`config.mk`:
```
export PLATFORM = sky130hd
export DESIGN_NAME = maze_navigator
export DESIGN_NICKNAME = d
export VERILOG_FILES = /design/src/rtl/maze_navigator.sv
export SDC_FILE = /design/constraint.sdc
export NUM_CORES = 1
export LEC_CHECK = 0
export ABC_AREA = 1
export CAP_MARGIN = 20
export CORE_MARGIN = 2
export CORE_UTILIZATION = 67
export DETAILED_ROUTE_END_ITERATION = 6
export MAX_ROUTING_LAYER = met4
export PLACE_DENSITY = 0.88
export SYNTH_ARGS = -nofsm -noshare
export SYNTH_HDL_FRONTEND = slang
export SYNTH_SLANG_ARGS = --single-unit
```
`constraint.sdc`:
```
create_clock -name clk -period 15.35 [get_ports clk]
set_input_delay 3.8375 -clock clk [delete_from_list [all_inputs] [get_ports clk]]
set_output_delay 3.8375 -clock clk [all_outputs]
set_load 0.01 [all_outputs]
```
`src/rtl/maze_navigator.sv`:
```
// Depth-first maze solver: walks a 16x16 grid from START_LOC toward GOAL_LOC,
// keeping the current path on an external location stack.
module maze_navigator #(
  parameter logic [7:0] START_LOC = 8'h00,
  parameter logic [7:0] GOAL_LOC  = 8'hFF
) (
  input  logic       clk,
  input  logic       rst,
  input  logic       start,
  output logic       maze_rd,
  output logic [7:0] maze_addr,
  input  logic       maze_data,
  output logic       stk_push,
  output logic       stk_pop,
  output logic [7:0] stk_din,
  input  logic [7:0] stk_dout,
  input  logic       stk_nonempty,
  output logic [7:0] cur_loc,
  output logic       busy,
  output logic       done,
  output logic       fail
);

  typedef enum logic [3:0] {
    S_IDLE, S_DRAIN, S_EVAL, S_RD, S_WAIT, S_MOVE, S_POP, S_POPW, S_DONE, S_FAIL
  } state_t;

  state_t       state_q, state_d;
  logic [7:0]   cur_loc_q, cur_loc_d;
  logic [7:0]   cand_q, cand_d;
  logic [2:0]   dir_q, dir_d;
  logic [255:0] visited_q, visited_d;

  logic [3:0] row, col;
  logic [7:0] nbr;
  logic       nbr_in_grid;

  assign row = cur_loc_q[7:4];
  assign col = cur_loc_q[3:0];

  // Neighbour selected by dir: up, right, down, left; edges never wrap.
  always_comb begin
    nbr         = '0;
    nbr_in_grid = 1'b0;
    case (dir_q)
      3'd0: begin nbr = {row - 4'd1, col}; nbr_in_grid = (row != 4'd0);  end
      3'd1: begin nbr = {row, col + 4'd1}; nbr_in_grid = (col != 4'd15); end
      3'd2: begin nbr = {row + 4'd1, col}; nbr_in_grid = (row != 4'd15); end
      3'd3: begin nbr = {row, col - 4'd1}; nbr_in_grid = (col != 4'd0);  end
      default: begin nbr = '0; nbr_in_grid = 1'b0; end
    endcase
  end

  always_comb begin
    state_d   = state_q;
    cur_loc_d = cur_loc_q;
    cand_d    = cand_q;
    dir_d     = dir_q;
    visited_d = visited_q;
    maze_rd   = 1'b0;
    maze_addr = '0;
    stk_push  = 1'b0;
    stk_pop   = 1'b0;
    stk_din   = '0;

    case (state_q)
      S_IDLE, S_DONE, S_FAIL: begin
        if (start) begin
          visited_d = '0;
          state_d   = S_DRAIN;
        end
      end
      S_DRAIN: begin
        stk_pop = stk_nonempty;
        if (!stk_nonempty) begin
          cur_loc_d            = START_LOC;
          visited_d[START_LOC] = 1'b1;
          dir_d                = '0;
          state_d              = S_EVAL;
        end
      end
      S_EVAL: begin
        if (cur_loc_q == GOAL_LOC) begin
          state_d = S_DONE;
        end else if (dir_q == 3'd4) begin
          state_d = stk_nonempty ? S_POP : S_FAIL;
        end else if (!nbr_in_grid || visited_q[nbr]) begin
          dir_d = dir_q + 3'd1;
        end else begin
          cand_d  = nbr;
          state_d = S_RD;
        end
      end
      S_RD: begin
        maze_rd   = 1'b1;
        maze_addr = cand_q;
        state_d   = S_WAIT;
      end
      S_WAIT: begin
        if (maze_data) begin
          dir_d   = dir_q + 3'd1;
          state_d = S_EVAL;
        end else begin
          state_d = S_MOVE;
        end
      end
      S_MOVE: begin
        stk_push          = 1'b1;
        stk_din           = cur_loc_q;
        cur_loc_d         = cand_q;
        visited_d[cand_q] = 1'b1;
        dir_d             = '0;
        state_d           = S_EVAL;
      end
      S_POP: begin
        stk_pop = 1'b1;
        state_d = S_POPW;
      end
      S_POPW: begin
        cur_loc_d = stk_dout;
        dir_d     = '0;
        state_d   = S_EVAL;
      end
      default: state_d = S_IDLE;
    endcase
  end

  always_ff @(posedge clk or posedge rst) begin
    if (rst) begin
      state_q   <= S_IDLE;
      cur_loc_q <= '0;
      cand_q    <= '0;
      dir_q     <= '0;
      visited_q <= '0;
    end else begin
      state_q   <= state_d;
      cur_loc_q <= cur_loc_d;
      cand_q    <= cand_d;
      dir_q     <= dir_d;
      visited_q <= visited_d;
    end
  end

  assign cur_loc = cur_loc_q;
  assign busy    = !(state_q inside {S_IDLE, S_DONE, S_FAIL});
  assign done    = (state_q == S_DONE);
  assign fail    = (state_q == S_FAIL);

endmodule

```
# Word-level counts from Yosys, hierarchy flattened
# Cells that the tools add are included.
[op_classes] add_sub_neg=5 order_cmp=3 n_eq_ne=23 n_mux=31 n_bitwise=4 n_reduce_logical=21
[ops] operator="case mux 255 bit (2 select lines)" n=1
[ops] operator="two-way mux 256 bit" n=1
[ops] operator="bitwise OR 256 bit" n=1
[ops] operator="case mux 8 bit (4 select lines)" n=1
[ops] operator="case mux 4 bit (7 select lines)" n=1
[ops] operator="two-way mux 4 bit" n=6
[ops] operator="two-way mux 8 bit" n=3
[ops] operator="case mux 8 bit (3 select lines)" n=1
[ops] operator="< comparator 8 x 9 -> 1 bit, second input constant" n=2
[ops] operator="two-way mux 3 bit" n=6
[ops] operator="equality test 4 x 3 -> 1 bit, second input constant" n=4
[ops] operator="inequality test 2 bit, second input constant" n=6
[ops] operator="inequality test 4 bit, second input constant" n=3
[ops] operator="case mux 3 bit (4 select lines)" n=1
[ops] operator="nonzero test 4 bit" n=3
[ops] operator="nonzero test 3 bit" n=3
[ops] operator="adder 4 x 1 -> 4 bit, second input constant" n=2
[ops] operator="binary-select mux 1 bit (select 8 bit)" n=1
[ops] operator="demux 1 bit (select 8 bit)" n=1
[ops] operator="equality test 4 x 2 -> 1 bit, second input constant" n=2
[ops] operator="equality test 4 bit, second input constant" n=2
[ops] operator="equality test 8 bit, second input constant" n=1
[ops] operator="greater-or-equal comparator 8 x 1 -> 1 bit, second input constant" n=1
[ops] operator="subtractor 4 x 1 -> 4 bit, second input constant" n=2
[ops] operator="other kinds (22)" n=32
[totals] regBits=279 in_bits=13 out_inout_bits=30 elab_cells=93

# Logic depth before layout (Yosys ltp)
# Gate-level depths: netlist (run 1).
[logic_depth] word_depth=9 depth_mapped=29 ltp_nobuf=28

# Worst setup path before layout (run 1)
# Ideal clock, no wire load.
[synth_path] path_kind="input -> output" startpoint="input stk_nonempty" endpoint="output stk_pop" t_arrival_ns=4.020 required_time_ns=11.513 setup_slack_ns=7.493 stages=2 cell_sequence="nand2_1 -> nand2_1"
[synth_via] elab_chain_len=1
[synth_lines] item="from (decl)" line="17" rtl="input logic stk_nonempty,"
[synth_lines] item="case mux 1 bit (2 select lines)" line="66" rtl="case (state_q)"
[synth_lines] item="to (decl)" line="14" rtl="output logic stk_pop,"
# No other way between the ends.

# Worst setup path in the final report (run 1)
# Ends and elaborated chain as after synthesis.

==> impl_metrics.json, run 1 <==
{
  "run_status": "finished, final reports clean",
  "post_cts.resized_instances": 0,
  "routed-via-count": 13900,
  "cts_htree_levels": 1,
  "syn-num-nets": 2082,
  "finalHoldViolCount": 0,
  "length_of_the_first_detailed_routing_pass_in_iterations": 5,
  "crit_path_start_kind": "input port",
  "grt_pass1_wl_um": 68500,
  "post_drt_via_cell_ratio": 5.93,
  "antenna_found_initial": 0,
  "timing.final.max_slew_violations": 0,
  "timing.setup.tns_ns": 0,
  "multi_input_logic_area_um2": 6070,
  "core_area_um2": 21700,
  "synth_most_common_cell": "sky130_fd_sc_hd__nand2_1",
  "path_delay_family": "buffers and inverters",
  "detail_route.iter0.violations": 1749,
  "timing.final.setup_violations": 0,
  "portion_of_total_power_attributed_to_sequential_cells_pct": 28.4,
  "yosys_warnings": 0,
  "hpwl_after_dpl_um": 23800,
  "n_fill_cell": 1575,
  "groute.usage.overall_pct": 37.6,
  "worst-path-max-fanout": 4,
  "layout_min_cycle_time_ns": 8.92,
  "start_util_pct": 67.9,
  "chip_height_um": 152,
  "worst_max_slew_pin_slew_ns": 1.18,
  "skew_ns": 0.00910,
  "finalWeightedCongestion": 0.946,
  "synth-main-ff-cell": "sky130_fd_sc_hd__dfrtp_1",
  "worst-setup-path-type": "input port to output port",
  "grt-ovfl-total": 0,
  "slew_headroom_pct": 20.9,
  "dp.cells": 2288,
  "final_layout_size_suffix_gt1_share_pct": 5.23,
  "worst-endpoint-required_ns": 11.51,
  "drc": 0,
  "maximum_number_of_pins_on_one_net_before_global_route_repair": 256,
  "p_r_area_growth_vs_syn_pct": 10.2,
  "async_reset_ff_share_pct": 100,
  "post_cts_repair_timing_setup_buffer_count": 0,
  "clk_path_buf_depth": 3,
  "crit_chain": "clkdlybuf4s50_1, nand2_1, nand2_1, clkdlybuf4s50_1",
  "syn_area_per_cell_um2": 7.16,
  "switching_share_pct": 46.6,
  "cap_viol_max_count": 0,
  "fp.dieArea_um2": 23200,
  "synthDominantCellAreaShare_pct": 47.4,
  "io-pin-count": 43,
  "layout_worst_path_cycle_share_pct": 58.1,
  "crit_arrival_ns": 5.08,
  "instances_no_fill": 2346,
  "cellPowerDensity_nw_per_um2": 182,
  "crit_buf_inv": 2,
  "synth_edf_count": 0,
  "slowest_delay_ns": 0.53,
  "pwr-share-comb_pct": 48.1,
  "power_switching_w": 0.00137,
  "area.sequential_um2": 6980,
  "timing.critical_path.slowest_stage_cell": "sky130_fd_sc_hd__clkdlybuf4s50_1",
  "synth_commonest_cells": "724 x sky130_fd_sc_hd__nand2_1, 325 x sky130_fd_sc_hd__inv_1, 279 x sky130_fd_sc_hd__dfrtp_1, 261 x sky130_fd_sc_hd__a21oi_1, 172 x sky130_fd_sc_hd__nand3_1",
  "max_freq_mhz": 112,
  "cts_hold_buffers": 0,
  "antenna_cells": 0,
  "detail-route-antenna-nets": 0,
  "tritoncts.num_buffers": 29,
  "clk_root_buffer_cell": "sky130_fd_sc_hd__clkbuf_16",
  "cts_tree": "built",
  "synth_top_cells_by_area": "sky130_fd_sc_hd__dfrtp_1 47%, sky130_fd_sc_hd__nand2_1 18%, sky130_fd_sc_hd__a21oi_1 8.9%, sky130_fd_sc_hd__inv_1 8.3%, sky130_fd_sc_hd__nand3_1 5.8%",
  "power.leakage_nw": 8.01,
  "final_net_count": 2070,
  "vdd.ir_drop.worst_mv": 0.171,
  "power_frac_clock_pct": 23.5,
  "hold_ws_ns": 0.510,
  "holdCritPathClass": "flip-flop to flip-flop",
  "yosys_register_bits": 279,
  "clock_pin_slew_of_the_registers_on_the_worst_case_setup_and_hold_paths_ns": 0.06,
  "cellInternalPower_w": 0.00158,
  "synthesis.area_um2": 14700,
  "first_global_vias": 13600,
  "grt_setup_unrepaired": "no",
  "syn_inst": 2059,
  "synth.largest_area_cell": "sky130_fd_sc_hd__dfrtp_1",
  "synth_sequential_area_ratio_pct": 47.4,
  "numClockSinks": 279,
  "worstSetupEndpointType": "output port",
  "floorplan.die.width_um": 152,
  "wl_um": 42900,
  "place.port_buffers": 42,
  "routed_wire_length_per_instance_um": 18.3,
  "placement_rows": 54,
  "synth_cell_types": 36,
  "clk_lat_worst_skew_ns": 0.55
}
[cells by family after synthesis]
| logic type | synth area share, % |
|---|---|
| AOI/OAI and AO/OA | 11.2 |
| xor gates and xnor gates | 0.178 |
| adders and majority gates | 0.900 |
| buffers and inverters | 12.3 |
| DFF | 47.4 |
| and+or+nand+nor | 28.0 |
[layer usage]
layer / share of wire, % / GRT usage, % / vias to the layer above
li1: - / - / 6331
met2: 47 / 57.7 / 817
met1: 38 / 48.0 / 6588
met5: 0 / - / -
met3: 11 / 8.13 / 183
met4: 4.6 / 17.8 / 0
[final cells by class]
class	count	area share, %
clock inverter	7	0.547
tap	280	2.16
timing repair buffer	71	4.13
sequential	279	43.0
inverter	330	7.68
multi-input combinational	1336	37.4
clock buffer	43	5.10
[power by group through the flow]
stage          clock [W]  sequential, W  combinational [W]
2_1_floorplan          0       0.000833            0.00102
3_3_place_gp           0       0.000845            0.00132
3_5_place_dp           0       0.000848            0.00135
4_1_cts         0.000695       0.000836            0.00137
5_1_grt         0.000722       0.000843            0.00154
6_report        0.000694       0.000839            0.00142
[per-stage QoR]
stage	cell area, um^2	worst slack (ns)	util [%]	power [W]
after floorplan	14700	3.82	-	0.00185
after global placement	15200	6.42	70.2	0.00217
after detailed placement	15200	6.44	70.3	0.00219
after CTS	16200	6.44	74.5	0.00290
after global routing	16200	6.39	74.9	0.00311
final	16200	6.43	74.9	0.00295
[cells in the final DEF, fill, tap and decap left out, types with 2 or more instances in the layout]
master	synthesis	routed
sky130_fd_sc_hd__inv_1	325	324
sky130_fd_sc_hd__clkbuf_8	0	5
sky130_fd_sc_hd__nand2_4	2	2
sky130_fd_sc_hd__o221ai_1	8	8
sky130_fd_sc_hd__nand4_1	4	4
sky130_fd_sc_hd__o22ai_1	2	2
sky130_fd_sc_hd__nor4_1	3	3
sky130_fd_sc_hd__nand3_2	2	2
sky130_fd_sc_hd__nor3_4	0	10
sky130_fd_sc_hd__clkbuf_1	64	9
sky130_fd_sc_hd__o211ai_1	13	13
sky130_fd_sc_hd__nor2_1	76	75
sky130_fd_sc_hd__nand2_1	724	723
sky130_fd_sc_hd__nor3_2	0	2
sky130_fd_sc_hd__clkdlybuf4s50_1	0	42
sky130_fd_sc_hd__nor2_2	3	3
sky130_fd_sc_hd__o21ai_0	10	10
sky130_fd_sc_hd__clkinv_2	0	4
sky130_fd_sc_hd__buf_4	5	27
sky130_fd_sc_hd__bufinv_16	0	2
sky130_fd_sc_hd__a31oi_1	2	2
sky130_fd_sc_hd__nor3_1	20	8
sky130_fd_sc_hd__nand2_2	6	7
sky130_fd_sc_hd__clkbuf_16	0	29
sky130_fd_sc_hd__inv_2	4	4
sky130_fd_sc_hd__nand3_1	172	172
sky130_fd_sc_hd__o21ai_1	6	6
sky130_fd_sc_hd__ha_1	9	9
sky130_fd_sc_hd__xnor2_1	2	2
sky130_fd_sc_hd__dfrtp_1	279	279
sky130_fd_sc_hd__a21oi_1	261	261
sky130_fd_sc_hd__o21ai_2	5	5
[registers in the layout, summed over array words and instances, names as in the netlist]
register and flops:
cand_q 8, dir_q 3, visited_q 256, state_q 4, cur_loc 8
[worst reg2reg max path: cells and delay by family (launching register included)]
family / cells / cell delay [ns]
buf+inv: 4 / 1.29
simple gates: 21 / 2.05
fa+ha+maj: 3 / 0.79
flops: 1 / 0.49
[worst paths after layout]
kind | from | to | slack, ns | cells past startpoint
max | stk_nonempty | stk_pop | 6.43 | 4
min | visited_q[0] | visited_q[0] | 0.51 | 2
max reg2reg | dir_q[0] | dir_q[1] | 10.62 | 28
min reg2reg | visited_q[0] | visited_q[0] | 0.51 | 2
max in group asynchronous | rst | visited_q[13] | 9.89 | 3
min in group asynchronous | rst | visited_q[45] | 3.89 | 2
Power figures use the tool's default switching activity.
==> inputs of run 2 (changes only) <==
--- a/config.mk
+++ b/config.mk
@@ -8,10 +8,10 @@
 export ABC_AREA = 1
 export CAP_MARGIN = 20
 export CORE_MARGIN = 2
-export CORE_UTILIZATION = 67
+export CORE_UTILIZATION = 56
 export DETAILED_ROUTE_END_ITERATION = 6
 export MAX_ROUTING_LAYER = met4
-export PLACE_DENSITY = 0.88
+export PLACE_DENSITY = 0.78
 export SYNTH_ARGS = -nofsm -noshare
 export SYNTH_HDL_FRONTEND = slang
 export SYNTH_SLANG_ARGS = --single-unit
==> constraint.sdc (replaced) <==
create_clock -name clk -period 8.09 [get_ports clk]
set_input_delay 2.0225 -clock clk [delete_from_list [all_inputs] [get_ports clk]]
set_output_delay 2.0225 -clock clk [all_outputs]
set_load 0.01 [all_outputs]
==> impl_metrics.json, run 2 (synthesis gave the netlist of run 1 again) <==
{
  "post_drt_via_cell_ratio": 5.62,
  "place.port_buffers": 42,
  "wl_um": 42500,
  "max_freq_mhz": 189,
  "clock_pin_slew_of_the_registers_on_the_worst_case_setup_and_hold_paths_ns": 0.06,
  "worstSetupEndpointType": "output port",
  "core_area_um2": 25900,
  "crit_path_start_kind": "input port",
  "groute.usage.overall_pct": 31.3,
  "worst-endpoint-required_ns": 6.07,
  "cts_tree": "built",
  "path_delay_family": "buffers and inverters",
  "final_net_count": 2076,
  "grt-ovfl-total": 0,
  "total_power_w": 0.00561,
  "chip_height_um": 166,
  "numClockSinks": 279,
  "cts_hold_buffers": 0,
  "cts_htree_levels": 1,
  "timing.final.max_slew_violations": 0,
  "detail_route.iter0.violations": 1862,
  "timing.final.setup_violations": 0,
  "vdd.ir_drop.worst_mv": 0.213,
  "area.sequential_um2": 6980,
  "routed-via-count": 13500,
  "drc": 0,
  "cellPowerDensity_nw_per_um2": 341,
  "timing.critical_path.slowest_stage_cell": "sky130_fd_sc_hd__clkdlybuf4s50_1",
  "crit_chain": "clkdlybuf4s50_1, nand2_1, nand2_1, clkdlybuf4s50_1",
  "detail-route-antenna-nets": 0,
  "largest_reg_flops": 256,
  "first_global_vias": 12900,
  "post_cts.resized_instances": 0,
  "timing.setup.tns_ns": 0,
  "clk_path_buf_depth": 3,
  "io-pin-count": 43,
  "registers.top_by_ff_count": "visited_q",
  "n_fill_cell": 2275,
  "cap_viol_max_count": 0,
  "antenna_cells": 0,
  "post_cts_repair_timing_setup_buffer_count": 0,
  "maximum_number_of_pins_on_one_net_before_global_route_repair": 256,
  "worst-setup-path-type": "input port to output port",
  "antenna_found_initial": 0,
  "p_r_area_growth_vs_syn_pct": 11.6,
  "multi_input_logic_area_um2": 6070,
  "holdCritPathClass": "flip-flop to flip-flop",
  "worst-path-max-fanout": 4,
  "layout_min_cycle_time_ns": 5.28,
  "tritoncts.num_buffers": 30,
  "run_status": "finished, final reports clean",
  "final_layout_size_suffix_gt1_share_pct": 5.73,
  "clk_lat_worst_skew_ns": 0.56,
  "fp.dieArea_um2": 27600,
  "mostFrequentLayoutCell": "sky130_fd_sc_hd__nand2_1",
  "floorplan.die.width_um": 166,
  "finalHoldViolCount": 0,
  "clk_root_buffer_cell": "sky130_fd_sc_hd__clkbuf_16",
  "skew_ns": 0.0138,
  "slowest_delay_ns": 0.54,
  "finalWeightedCongestion": 0.915,
  "layout_worst_path_cycle_share_pct": 65.3,
  "crit_arrival_ns": 3.26,
  "slew_headroom_pct": 14.3,
  "power.leakage_nw": 8.08,
  "worst_max_slew_pin_slew_ns": 1.29,
  "routed_wire_length_per_instance_um": 17.6,
  "grt_pass1_wl_um": 67700,
  "hpwl_after_dpl_um": 23800,
  "layout.cells.most_common_list": "723 x sky130_fd_sc_hd__nand2_1, 324 x sky130_fd_sc_hd__inv_1, 279 x sky130_fd_sc_hd__dfrtp_1",
  "length_of_the_first_detailed_routing_pass_in_iterations": 6,
  "start_util_pct": 56.9,
  "grt_setup_unrepaired": "no",
  "crit_buf_inv": 2,
  "placement_rows": 59
}
==> run 2: cell types whose count changed in the layout (fill, tap and decap cells not counted), moves of 2 or more <==
cell / before / now
sky130_fd_sc_hd__clkbuf_8: 5 / 11
sky130_fd_sc_hd__clkbuf_16: 29 / 31
sky130_fd_sc_hd__clkbuf_1: 9 / 7
sky130_fd_sc_hd__bufinv_16: 2 / 0
sky130_fd_sc_hd__buf_4: 27 / 25
sky130_fd_sc_hd__buf_6: 0 / 2
sky130_fd_sc_hd__clkinv_2: 4 / 6
sky130_fd_sc_hd__buf_8: 0 / 3
==> run 2: path summary, 6_finish.rpt <==
check / cells past startpoint / slack (ns) / start / endpoint
max in group asynchronous: 3 / 5.02 / rst / visited_q[132]
max: 4 / 2.81 / stk_nonempty / stk_pop
min in group asynchronous: 2 / 1.76 / rst / visited_q[185]
min reg2reg: 2 / 0.51 / visited_q[7] / visited_q[7]
max reg2reg: 25 / 3.11 / dir_q[0] / cand_q[2]
min: 2 / 0.51 / visited_q[7] / visited_q[7]
==> run 2: final cells by class <==
class,count,share of cell area [%]
flip-flops and latches,279,42.5
multi-input cells,1336,36.9
inverters,330,7.56
clock buffers,48,5.71
repair buffers,76,4.60
well taps,335,2.55
clock inverters,6,0.183
==> run 2: per-stage QoR <==
stage	cell area, um^2	utilization (%)	setup slack [ns]	cells	hold slack (ns)
after CTS	16300	62.9	2.81	2397	0.505
after detailed placement	15300	59.1	2.81	2343	0.491
after global routing	16400	63.5	2.76	2410	0.528
after floorplan	14700	-	2.37	2059	0.463
final	16400	63.5	2.81	2410	0.506
after global placement	15300	59.1	2.84	2341	0.477
==> run 2: worst reg2reg max path: cells and delay by family, from the launching register on <==
family          cells  cell delay (ns)
fa+ha+maj           3             0.78
simple gates       17             1.67
buf+inv             4             1.87
flops               1             0.48
compound gates      1             0.06
==> run 2: power by group <==
part | switching (W) | internal [W] | total (W)
Sequential | 0.0000934 | 0.00149 | 0.00159
Clock | 0.000562 | 0.000787 | 0.00135
Combinational | 0.00193 | 0.000743 | 0.00267
==> run 2: metal layers <==
layer  GRT usage, %  routed length (um)  vias up
li1               -                   -     6341
met1           43.0               17300     6451
met2           46.1               19200      620
met3           5.65                4420      135
met4           12.6                1550        0
met5              -                   0        -
==> inputs of run 3 (changes only) <==
--- a/config.mk
+++ b/config.mk
@@ -8,10 +8,10 @@
 export ABC_AREA = 1
 export CAP_MARGIN = 20
 export CORE_MARGIN = 2
-export CORE_UTILIZATION = 56
+export CORE_UTILIZATION = 62
 export DETAILED_ROUTE_END_ITERATION = 6
 export MAX_ROUTING_LAYER = met4
-export PLACE_DENSITY = 0.78
+export PLACE_DENSITY = 0.82
 export SYNTH_ARGS = -nofsm -noshare
 export SYNTH_HDL_FRONTEND = slang
 export SYNTH_SLANG_ARGS = --single-unit
==> constraint.sdc (replaced) <==
create_clock -name clk -period 4.9 [get_ports clk]
set_input_delay 1.225 -clock clk [delete_from_list [all_inputs] [get_ports clk]]
set_output_delay 1.225 -clock clk [all_outputs]
set_load 0.01 [all_outputs]
==> impl_metrics.json, run 3 (synthesis gave the netlist of run 1 again) <==
{
  "tritoncts.num_buffers": 30,
  "cellPowerDensity_nw_per_um2": 569,
  "cap_viol_max_count": 0,
  "hold_ws_ns": 0.516,
  "hpwl_after_dpl_um": 25400,
  "layout.cells.most_common_list": "723 x sky130_fd_sc_hd__nand2_1, 324 x sky130_fd_sc_hd__inv_1, 279 x sky130_fd_sc_hd__dfrtp_1",
  "final_cell_area_um2": 16700,
  "place.port_buffers": 42,
  "worst-endpoint-required_ns": 5.32,
  "fp.dieArea_um2": 25000,
  "cellInternalPower_w": 0.00517,
  "antenna_cells": 0,
  "n_fill_cell": 1853,
  "final_util_pct": 71.2,
  "finalHoldViolCount": 0,
  "grt_pass1_wl_um": 68300,
  "length_of_the_first_detailed_routing_pass_in_iterations": 6,
  "worst-path-max-fanout": 65,
  "final_layout_size_suffix_gt1_share_pct": 6.33,
  "clock_pin_slew_of_the_registers_on_the_worst_case_setup_and_hold_paths_ns": 0.06,
  "p_r_area_growth_vs_syn_pct": 13.1,
  "pwr-share-comb_pct": 47.2,
  "area.sequential_um2": 6980,
  "layout_min_cycle_time_ns": 3.96,
  "clk_lat_worst_skew_ns": 0.56,
  "worst_max_slew_pin_slew_ns": 1.19,
  "switching_share_pct": 45.5,
  "numClockSinks": 279,
  "maximum_number_of_pins_on_one_net_before_global_route_repair": 184,
  "first_global_vias": 13300,
  "start_util_pct": 63.0,
  "grt-ovfl-total": 0,
  "groute.usage.overall_pct": 36.1,
  "largest_reg_flops": 256,
  "registers.top_by_ff_count": "visited_q",
  "core_area_um2": 23400,
  "post_cts.resized_instances": 0,
  "detail_route.iter0.violations": 1829,
  "crit_arrival_ns": 4.38,
  "vdd.ir_drop.worst_mv": 0.397,
  "clk_path_buf_depth": 3,
  "holdCritPathClass": "flip-flop to flip-flop",
  "timing.final.max_slew_violations": 0,
  "instances_no_fill": 2404,
  "post_drt_via_cell_ratio": 5.73,
  "floorplan.die.width_um": 158,
  "slew_headroom_pct": 20.7,
  "regToRegStartpoint": "dir_q[0]",
  "mostFrequentLayoutCell": "sky130_fd_sc_hd__nand2_1",
  "io-pin-count": 43,
  "power.leakage_nw": 8.20,
  "drc": 0,
  "cts_htree_levels": 1,
  "power_frac_clock_pct": 25.1,
  "grt_setup_unrepaired": "no",
  "max_freq_mhz": 252,
  "detail-route-antenna-nets": 0,
  "cts_hold_buffers": 0,
  "wl_um": 42700,
  "placement_stage_cell_area_um2": 15400,
  "chip_height_um": 158,
  "timing.final.setup_violations": 0,
  "routed_wire_length_per_instance_um": 17.7,
  "routed-via-count": 13800,
  "post_cts_repair_timing_setup_buffer_count": 0,
  "skew_ns": 0.0129,
  "crit_path_start_kind": "flip-flop",
  "worstSetupEndpointType": "flip-flop",
  "worst-setup-path-type": "flip-flop to flip-flop",
  "total_power_w": 0.00949,
  "critPathLaunch": "dir_q[0]",
  "run_status": "finished, final reports clean",
  "power_switching_w": 0.00432,
  "timing.hold.worst.start": "cur_loc[7]",
  "layout_worst_path_cycle_share_pct": 80.9,
  "antenna_found_initial": 0,
  "portion_of_total_power_attributed_to_sequential_cells_pct": 27.7,
  "placement_rows": 56,
  "finalWeightedCongestion": 0.948,
  "final_net_count": 2084,
  "multi_input_logic_area_um2": 6080,
  "dp.cells": 2336,
  "cts_tree": "built",
  "clk_root_buffer_cell": "sky130_fd_sc_hd__clkbuf_16"
}
run 3: changes by cell type in the layout (fill, tap and decap cells not counted), moves of 2 or more:
cell,change
sky130_fd_sc_hd__buf_12,+5
sky130_fd_sc_hd__clkbuf_1,-3
sky130_fd_sc_hd__buf_8,-3
sky130_fd_sc_hd__buf_16,+2
sky130_fd_sc_hd__clkinvlp_4,+3
sky130_fd_sc_hd__bufinv_16,+3
sky130_fd_sc_hd__buf_4,+2
run 3: layer usage:
layer / track usage, % / vias to the layer above / part of all wire, %
li1: - / 6362 / -
met1: 46.1 / 6517 / 38
met2: 56.2 / 715 / 47
met3: 6.52 / 170 / 9.9
met4: 17.1 / 0 / 4.9
met5: - / - / 0
run 3: per-stage QoR:
| step | setup slack [ns] | TNS (ns) |
|---|---|---|
| after global routing | 0.577 | 0 |
| after CTS | 1.01 | 0 |
| final | 0.938 | 0 |
| after detailed placement | 1.05 | 0 |
| after floorplan | -0.0183 | -5.11 |
| after global placement | 1.13 | 0 |
run 3: power groups by stage:
stage,clock [W],sequential (W),combinational (W)
5_1_grt,0.00249,0.00264,0.00491
3_3_place_gp,0,0.00265,0.00421
4_1_cts,0.00239,0.00262,0.00432
2_1_floorplan,0,0.00261,0.00318
3_5_place_dp,0,0.00266,0.00428
6_report,0.00238,0.00263,0.00448
run 3: worst max-delay path: stages (launching register included):
cell	delay, ns
sky130_fd_sc_hd__dfrtp_1	0.48
sky130_fd_sc_hd__ha_1	0.22
sky130_fd_sc_hd__ha_1	0.29
sky130_fd_sc_hd__nand2_1	0.08
sky130_fd_sc_hd__inv_1	0.08
sky130_fd_sc_hd__nor2_1	0.06
sky130_fd_sc_hd__ha_1	0.27
sky130_fd_sc_hd__nand2_1	0.06
sky130_fd_sc_hd__nand2_2	0.08
sky130_fd_sc_hd__buf_4	0.66
sky130_fd_sc_hd__nand3_1	0.15
sky130_fd_sc_hd__nand2_1	0.10
sky130_fd_sc_hd__nand2_1	0.05
sky130_fd_sc_hd__nand2_1	0.09
sky130_fd_sc_hd__nand2_1	0.05
sky130_fd_sc_hd__nand3_1	0.17
sky130_fd_sc_hd__nand3_1	0.11
sky130_fd_sc_hd__nand3_1	0.14
sky130_fd_sc_hd__nand2_1	0.09
sky130_fd_sc_hd__nand2_2	0.11
sky130_fd_sc_hd__nand4_4	0.23
sky130_fd_sc_hd__nand2_1	0.17
sky130_fd_sc_hd__o21ai_2	0.06
run 3: final timing paths:
check / to / slack, ns / cells after the start
max: cand_q[2] / 0.94 / 22
min in group asynchronous: visited_q[1] / 1.11 / 2
max reg2reg: cand_q[2] / 0.94 / 22
min: cur_loc[7] / 0.52 / 2
max in group asynchronous: visited_q[245] / 2.84 / 3
min reg2reg: cur_loc[7] / 0.52 / 2
run 3: area by class of cell:
cell class / instances / share of cell area (%)
flip-flops and latches: 279 / 41.9
multi-input cells: 1336 / 36.5
inverters: 330 / 7.45
repair buffers: 84 / 5.47
clock buffers: 43 / 5.40
well taps: 319 / 2.39
clock inverters: 13 / 0.908
